$ cat src/rtl/bus_xfer_seq.sv
// bus_xfer_seq: sequences the per-module Sel/RnW strobes of the shared 8-bit
// tri-state register bus (EXT pins, R1, R2, R3, ACC) for one source->destination
// transfer. FSM: IDLE -> SETUP (SETUP_CYCLES) -> XFER (1) -> DONE (1) -> IDLE.
// Optional build macro BUS_XFER_CMDQ_EN adds a 2-entry command FIFO so
// transfers chain back-to-back; without it commands are latched directly.
//
// Command handshake: a command {Src, Dst} is transferred on the rising Clock
// edge where Start && Ready; Start while !Ready is ignored and the command
// inputs are don't-care whenever Start is low.
//
// Unit encoding: 0=EXT 1=R1 2=R2 3=R3 4=ACC, 5..7 illegal. SETUP_CYCLES: 1..15.
module bus_xfer_seq #(
  parameter int SETUP_CYCLES = 1
) (
  input  logic       Clock,
  input  logic       Resetn,
  input  logic       Start,
  input  logic [2:0] Src,
  input  logic [2:0] Dst,
  output logic       Ready,
  output logic       Busy,
  output logic       Done,
  output logic       Err,
  output logic       Sel1,
  output logic       RnW1,
  output logic       Sel2,
  output logic       RnW2,
  output logic       Sel3,
  output logic       RnW3,
  output logic       SelA,
  output logic       RnWa,
  output logic [1:0] dbg_state
);

  typedef enum logic [1:0] {
    ST_IDLE  = 2'd0,
    ST_SETUP = 2'd1,
    ST_XFER  = 2'd2,
    ST_DONE  = 2'd3
  } state_t;

  localparam logic [3:0] CNT_LOAD = 4'(SETUP_CYCLES - 1);

  state_t     state_q, state_d;
  logic [2:0] src_q, src_d;
  logic [2:0] dst_q, dst_d;
  logic [3:0] cnt_q, cnt_d;
  logic       err_q, err_d;

  // Command presented to the FSM this cycle and whether the FSM consumes it.
  logic [5:0] head_cmd;
  logic       take;

  function automatic logic cmd_legal(input logic [2:0] s, input logic [2:0] d);
    return (s <= 3'd4) && (d <= 3'd4) && (s != d);
  endfunction

`ifdef BUS_XFER_CMDQ_EN
  logic [5:0] fifo_q [2];
  logic [5:0] fifo_d [2];
  logic       wr_ptr_q, wr_ptr_d;
  logic       rd_ptr_q, rd_ptr_d;
  logic [1:0] fill_q, fill_d;
  logic       start_acc, slot_free, push, pop;

  // An empty FIFO is bypassed so a lone command keeps the unqueued latency.
  assign Ready     = (fill_q != 2'd2);
  assign start_acc = Start & Ready;
  assign slot_free = (state_q == ST_IDLE) || (state_q == ST_DONE);
  assign head_cmd  = (fill_q != 2'd0) ? fifo_q[rd_ptr_q] : {Src, Dst};
  assign take      = slot_free && ((fill_q != 2'd0) || start_acc);
  assign pop       = take && (fill_q != 2'd0);
  assign push      = start_acc && !(take && (fill_q == 2'd0));

  // FIFO next state: write at wr_ptr on push, advance rd_ptr on pop.
  always_comb begin
    fifo_d   = fifo_q;
    wr_ptr_d = wr_ptr_q;
    rd_ptr_d = rd_ptr_q;
    if (push) begin
      fifo_d[wr_ptr_q] = {Src, Dst};
      wr_ptr_d         = ~wr_ptr_q;
    end
    if (pop) begin
      rd_ptr_d = ~rd_ptr_q;
    end
    fill_d = fill_q + {1'b0, push} - {1'b0, pop};
  end

  // FIFO storage and pointers.
  always_ff @(posedge Clock or negedge Resetn) begin
    if (!Resetn) begin
      fifo_q[0] <= '0;
      fifo_q[1] <= '0;
      wr_ptr_q  <= 1'b0;
      rd_ptr_q  <= 1'b0;
      fill_q    <= 2'd0;
    end else begin
      fifo_q    <= fifo_d;
      wr_ptr_q  <= wr_ptr_d;
      rd_ptr_q  <= rd_ptr_d;
      fill_q    <= fill_d;
    end
  end
`else
  assign Ready    = (state_q == ST_IDLE);
  assign head_cmd = {Src, Dst};
  assign take     = Start & Ready;
`endif

  // FSM state, latched command, setup counter and registered Err pulse.
  always_ff @(posedge Clock or negedge Resetn) begin
    if (!Resetn) begin
      state_q <= ST_IDLE;
      src_q   <= 3'd0;
      dst_q   <= 3'd0;
      cnt_q   <= 4'd0;
      err_q   <= 1'b0;
    end else begin
      state_q <= state_d;
      src_q   <= src_d;
      dst_q   <= dst_d;
      cnt_q   <= cnt_d;
      err_q   <= err_d;
    end
  end

  // Next-state logic; IDLE and DONE both pick up the next command so a
  // queued one starts SETUP without passing through IDLE.
  always_comb begin
    state_d = state_q;
    src_d   = src_q;
    dst_d   = dst_q;
    cnt_d   = cnt_q;
    err_d   = 1'b0;
    case (state_q)
      ST_IDLE, ST_DONE: begin
        state_d = ST_IDLE;
        if (take) begin
          if (cmd_legal(head_cmd[5:3], head_cmd[2:0])) begin
            state_d = ST_SETUP;
            src_d   = head_cmd[5:3];
            dst_d   = head_cmd[2:0];
            cnt_d   = CNT_LOAD;
          end else begin
            err_d = 1'b1;
          end
        end
      end
      ST_SETUP: begin
        if (cnt_q == 4'd0) begin
          state_d = ST_XFER;
        end else begin
          cnt_d = cnt_q - 4'd1;
        end
      end
      ST_XFER: begin
        state_d = ST_DONE;
      end
      default: begin
        state_d = ST_IDLE;
      end
    endcase
  end

  // Strobes: source drives (Sel+RnW) through SETUP and XFER, destination is
  // selected with RnW=0 only in XFER. Unit 0 (EXT) has no strobes; with no
  // RnW high the external pins own the bus.
  always_comb begin
    logic src_on;
    logic dst_on;
    src_on = (state_q == ST_SETUP) || (state_q == ST_XFER);
    dst_on = (state_q == ST_XFER);
    RnW1   = src_on && (src_q == 3'd1);
    RnW2   = src_on && (src_q == 3'd2);
    RnW3   = src_on && (src_q == 3'd3);
    RnWa   = src_on && (src_q == 3'd4);
    Sel1   = RnW1 || (dst_on && (dst_q == 3'd1));
    Sel2   = RnW2 || (dst_on && (dst_q == 3'd2));
    Sel3   = RnW3 || (dst_on && (dst_q == 3'd3));
    SelA   = RnWa || (dst_on && (dst_q == 3'd4));
  end

  assign Busy      = (state_q != ST_IDLE);
  assign Done      = (state_q == ST_DONE);
  assign Err       = err_q;
  assign dbg_state = state_q;

endmodule

$ cat config.mk
export PLATFORM = sky130hd
export DESIGN_NAME = bus_xfer_seq
export DESIGN_NICKNAME = d
export VERILOG_FILES = /design/src/rtl/bus_xfer_seq.sv
export SDC_FILE = /design/constraint.sdc
export NUM_CORES = 1
export LEC_CHECK = 0
export ABC_AREA = 1
export CORE_MARGIN = 3
export CORE_UTILIZATION = 43
export DETAILED_ROUTE_END_ITERATION = 6
export PLACE_DENSITY = 0.73
export SYNTH_ARGS = -nofsm -noshare
export SYNTH_HDL_FRONTEND = slang
export SYNTH_SLANG_ARGS = --single-unit
$ cat constraint.sdc
create_clock -name Clock -period 1.4 [get_ports Clock]
set_input_delay 0.21 -clock Clock [delete_from_list [all_inputs] [get_ports Clock]]
set_output_delay 0.21 -clock Clock [all_outputs]
set_load 0.02 [all_outputs]
# Word level (Yosys, flattened, before mapping)
# Index checks and enable logic that the tools add are counted.
dict set report word_totals {
  register_bits 13
  word_cells 58
}
dict set report classes {
  bitwise_logic 1
  n_mux 11
  n_addsub 1
  n_eq_ne 16
  reduce_logical 22
  magnitude_cmp 2
}
# cell n
set op_table {}
lappend op_table {{$eq A3 B2 Y1 const B} 4}
lappend op_table {{$mux W4} 3}
lappend op_table {{$logic_and A1 B1 Y1} 10}
lappend op_table {{$ne A2 B2 Y1 const B} 4}
lappend op_table {{$pmux W4 S2} 1}
lappend op_table {{$eq A3 B1 Y1 const B} 2}
lappend op_table {{$eq A3 B3 Y1 const B} 2}
lappend op_table {{$le A3 B3 Y1 const B} 2}
lappend op_table {{$pmux W2 S3} 1}
lappend op_table {{$logic_or A1 B1 Y1} 5}
lappend op_table {{$mux W1} 5}
lappend op_table {{$eq A2 B2 Y1 const B} 2}
lappend op_table {{$logic_not A4 Y1} 1}
lappend op_table {{$reduce_and A4 Y1} 1}
lappend op_table {{$reduce_bool A2 Y1} 2}
lappend op_table {{$sub A4 B1 Y4 const B} 1}
lappend op_table {{$ne A3 B3 Y1} 1}
lappend op_table {{$reduce_and A3 Y1} 1}
lappend op_table {{$eq A2 B1 Y1 const B} 1}
lappend op_table {{$logic_not A2 Y1} 1}
lappend op_table {{$mux W2} 1}
lappend op_table {{$reduce_or A2 Y1} 1}
lappend op_table {{$and A1 B1 Y1} 1}

# Longest topological paths before layout
dict set report depth {
  depth_word 6
  mapped_depth 9
}

# Worst setup path after synthesis
# OpenSTA, ideal clock, no wires.
dict set report synth_path {
  kind {register to output}
  from {register state_q[0], in the netlist dbg_state[0]}
  to {output SelA}
  path_stages_with_launch 8
  path_slack_ns -0.542
  required_ns 1.190
  arrival_time_ns 1.732
  path_cell_list {dfrtp_1 > inv_1 > ha_1 > inv_2 > or2_4 > nor3_4 > inv_2 > o41ai_1}
}
dict set report synth_via {
  elab_chain_cells 4
  word_cells_on_any_way 6
}
# item line_no
set synth_rtl {}
lappend synth_rtl {{start, declared} 44} ;# state_t state_q, state_d;
lappend synth_rtl {{start signal, assigned} 120} ;# state_q <= state_d;
lappend synth_rtl {{$eq A2 B1 Y1 or $eq A2 B2 Y1 (tied branches)} 172} ;# src_on = (state_q == ST_SETUP) || (state_q == ST_XFER);
lappend synth_rtl {{$logic_or A1 B1 Y1 (*)} 172}
lappend synth_rtl {{$logic_and A1 B1 Y1 (*)} 177} ;# RnWa = src_on && (src_q == 3'd4);
lappend synth_rtl {{via RnWa} 31} ;# output logic RnWa,
lappend synth_rtl {{$logic_or A1 B1 Y1 (*)} 181} ;# SelA = RnWa || (dst_on && (dst_q == 3'd4));
lappend synth_rtl {{end, declared} 30} ;# output logic SelA,
# Mark *: on every way through the listed nets, which the timed path passes. The rest lies on a longest branch.

# Worst setup path in the final report
dict set report layout_path {
  from {register state_q[1], in the netlist dbg_state[1]}
  to {output SelA}
}
dict set report layout_via {
  elab_chain_cells 4
  word_cells_on_any_way 6
}
# item line_no
set layout_rtl {}
lappend layout_rtl {{$eq A2 B1 Y1 or $eq A2 B2 Y1 (tied branches)} {172, 173}}
lappend layout_rtl {{$logic_or A1 B1 Y1} 172}
lappend layout_rtl {{$logic_and A1 B1 Y1} 177}
lappend layout_rtl {{$logic_or A1 B1 Y1 (*)} 181}
# Every way passes the cells marked *; elsewhere a longest branch is shown, timed or not.

==> qor.txt <==
run status: finished, violations left
violations in the final reports: setup timing
DR vias: 1,014
library cell with the largest summed area after synthesis: sky130_fd_sc_hd__dfrtp_1
most area-consuming cells after synthesis: sky130_fd_sc_hd__dfrtp_1 36%, sky130_fd_sc_hd__nand2_1 9.5%, sky130_fd_sc_hd__o21ai_2 7.7%
wire length per cell after detailed routing: 17.0 µm
Die Outline Area: 0.00271 mm²
mux contribution to synthesized area: 0
grt peak-use layer: met2
flops & latches, synth: 13
critical-path cell with the highest stage delay: sky130_fd_sc_hd__dfrtp_2
total setup violations reported at the end of the flow: 17
number of distinct library cell variants in the gate-level netlist after synthesis: 28
combinational family with the most area after synthesis: simple AND/OR/NAND/NOR gates
Post-Route Skew: 2.27 ps
met2 Usage GRT: 0.372
area fraction of the dominant cell type after synthesis: 0.357
HPWL after detailed placement: 1870 µm
Simple-Gate Fraction of Synth Area: 0.298
CP max stage delay: 370 ps
Post-Syn Instances: 110
largest net degree at the start of global routing: 14
# Max-Cap Violations: 0
count of antenna diodes in the layout: 0
core region area: 0.00198 mm²
# DRC: 0
share of synthesized cell area in full adder, half adder and majority cells: 0.0686
Reg2Reg Setup Slack: -250 ps
depth of the critical timing path with buffers and inverters included: 8
final clock period utilization by the worst path: 1.38
residual overflow from global routing: 0
minimum period implied by the final worst setup slack: 1930 ps
Data arrival, critical path: 1720 ps
antenna violation net count after detailed routing: 0
Yosys warning count: 0
worst path setup slack after routing: -530 ps
slew at the pin with the worst max-slew slack: 305 ps
maximum clock frequency: 518 MHz
number of DRC markers after the initial detailed-route iteration: 23
initial antenna violation count: 0
starting density of the core: 0.460
# clock sinks: 13
io pins: 23
unrepaired setup endpoints after global routing: true
die height: 52.1 µm
worst-case vdd ir drop: 1.60 mV
share of cells above drive strength 1: 0.613
maximum clock path buffer count: 2
total routed wirelength: 3320 µm
overall die width: 52.1 µm
via count of the first global-routing pass: 957
DR vias/cell: 5.20
Setup CP Type: reg2out
startpoint class of the critical path: flip-flop
Clock Latency Late Sink: 280 ps
most frequent cells in the layout: 24 x sky130_fd_sc_hd__buf_4, 18 x sky130_fd_sc_hd__nand2_1, 15 x sky130_fd_sc_hd__buf_6
Max FO, Critical Path: 2
startpoint of the most critical register-to-register path: dbg_state[1]$_DFFE_PN0P_
met3 track demand over resource in global routing: 0.0344
ratio of total power to cell area: 2590 mW/mm²
data required time of the critical path: 1190 ps
number of rows in the core area: 16
weighted congestion reported at the end of routability-driven placement: 0.805
Leak Pwr: 0.787 nW
Post-Synthesis Cell Area: 912 µm²
mean area per synthesized cell: 8.29 µm²
Final Core Density: 0.840
Hold Fails Final Rpt: 0
launch point of the worst path: dbg_state[1]$_DFFE_PN0P_
number of iterations in the first detailed-routing pass: 4
met1 routing resource usage after global routing: 0.271
endpoint kind of the worst setup timing path: primary output
nets in the synthesized netlist: 124
Seq/Total Area, Yosys: 0.357
cell class contributing the biggest share of worst-path delay: simple AND/OR/NAND/NOR gates
critical path cell sequence: inv_2, ha_4, inv_4, or2_4, nor3_4, inv_2, o41ai_4, buf_4
synth-to-layout area growth: 82.6%
relative max-transition margin: 0.797
end of the worst register-to-register path: cnt_q[3]$_DFFE_PN0P_
Clock Tree Root: sky130_fd_sc_hd__clkbuf_4
most frequent standard cell in the layout excluding fill and tap cells: sky130_fd_sc_hd__buf_4
number of buffers created by CTS: 3
CTS clk-pin slew, worst paths: 90 ps
port buffer count: 22
r2r worst-path depth: 9
worst hold margin: 237 ps
CTS H-tree depth: 1
final net count: 183
Synth Area in XOR/XNOR: 0.00960
share of the synthesized area in compound gates (AO/OA/AOI/OAI): 0.173
critical path's most frequent cell: sky130_fd_sc_hd__inv_2
clock tree from TritonCTS: yes
Worst Path Buf+Inv: 4
type of the tightest min-delay check: in2async
GRT Resource Usage Total: 0.216
max-slew violation count: 0
first-pass GRT wire length: 4280 µm
-- per-stage QoR --
step	area (µm²)	instances	power, W	setup WS, ps	TNS, ps
floorplan	988	110	0.00212	-356	-1480
global placement	1420	182	0.00298	-663	-5740
CTS	1520	189	0.00356	-475	-4030
detailed placement	1420	182	0.00308	-693	-6420
global route	1670	195	0.00450	-604	-5800
finish	1670	195	0.00431	-530	-4770
-- final cells by class --
type	count	area (µm²)
Timing Repair Buffer	55	515
Tap cell	27	33.8
Multi-Input combinational cell	76	684
Fill cell	108	317
Inverter	20	77.6
Clock buffer	4	26.3
Sequential cell	13	328
-- cell usage after synthesis --
master and instances:
sky130_fd_sc_hd__a21oi_2 1, sky130_fd_sc_hd__nand2_2 5, sky130_fd_sc_hd__o21a_1 1, sky130_fd_sc_hd__nor2_4 1, sky130_fd_sc_hd__or2_4 1, sky130_fd_sc_hd__buf_6 1
sky130_fd_sc_hd__or2_2 1, sky130_fd_sc_hd__and3_1 1, sky130_fd_sc_hd__inv_1 14, sky130_fd_sc_hd__o21ai_0 1, sky130_fd_sc_hd__a21oi_1 2, sky130_fd_sc_hd__a211oi_1 1
sky130_fd_sc_hd__o22ai_1 1, sky130_fd_sc_hd__dfrtp_1 13, sky130_fd_sc_hd__o32ai_1 2, sky130_fd_sc_hd__ha_1 5, sky130_fd_sc_hd__nor3_4 1, sky130_fd_sc_hd__nand2_1 23
sky130_fd_sc_hd__a21oi_4 1, sky130_fd_sc_hd__nor2_1 9, sky130_fd_sc_hd__nand3_1 5, sky130_fd_sc_hd__nand4_4 1, sky130_fd_sc_hd__nand3_2 2, sky130_fd_sc_hd__o21ai_2 8
sky130_fd_sc_hd__xnor2_1 1, sky130_fd_sc_hd__o41ai_1 1, sky130_fd_sc_hd__nor3_1 1, sky130_fd_sc_hd__inv_2 6
-- repair_timing --
action / in CTS / in global routing
cloned: 0 / 1
endpoints found under the setup margin: 18 / 24
hold buffers: 0 / 0
resized for setup: 72 / 27
setup buffers: 3 / 11
pin swaps: 4 / 11
-- power breakdown --
| group | total [W] | leakage, nW | switching [W] | internal [W] |
|---|---|---|---|---|
| Combinational | 0.00332 | 0.606 | 0.00171 | 0.00160 |
| Sequential | 0.000746 | 0.166 | 0.000198 | 0.000548 |
| Clock | 0.000244 | 0.0150 | 0.000133 | 0.000111 |
-- registers in the layout, summed over array words and instances, names as in the netlist --
| signal | count |
|---|---|
| Err | 1 |
| cnt_q | 4 |
| dbg_state | 2 |
| dst_q | 3 |
| src_q | 3 |
-- how the worst max path moves through the flow --
stage                       to
after detailed placement  SelA
after global routing      SelA
after floorplan           SelA
final                     SelA
after global placement    SelA
after CTS                 SelA
-- metal layers --
layer / wire length (µm) / up-vias
li1: - / 471
met1: 1360 / 483
met2: 1710 / 49
met3: 173 / 11
met4: 75 / 0
met5: 0 / -
-- kinds of logic (layout without fill, tap and decap cells) --
group / count (synthesis) / count (layout)
AO/OA/AOI/OAI: 19 / 19
AND/OR/NAND/NOR: 51 / 51
XOR/XNOR: 1 / 1
adder cells (fa/ha/maj): 5 / 5
buffers and inverters: 21 / 79
flip-flops: 13 / 13
-- worst register-to-register path, stage by stage (launching register included) --
cell and delay [ps]:
sky130_fd_sc_hd__dfrtp_2 420, sky130_fd_sc_hd__inv_2 90, sky130_fd_sc_hd__ha_4 210, sky130_fd_sc_hd__buf_4 130, sky130_fd_sc_hd__buf_6 110, sky130_fd_sc_hd__buf_6 120
sky130_fd_sc_hd__o21ai_4 210, sky130_fd_sc_hd__buf_6 140, sky130_fd_sc_hd__nand3_1 90, sky130_fd_sc_hd__nand2_1 80
No activity file was read; power rests on OpenSTA's default activity.
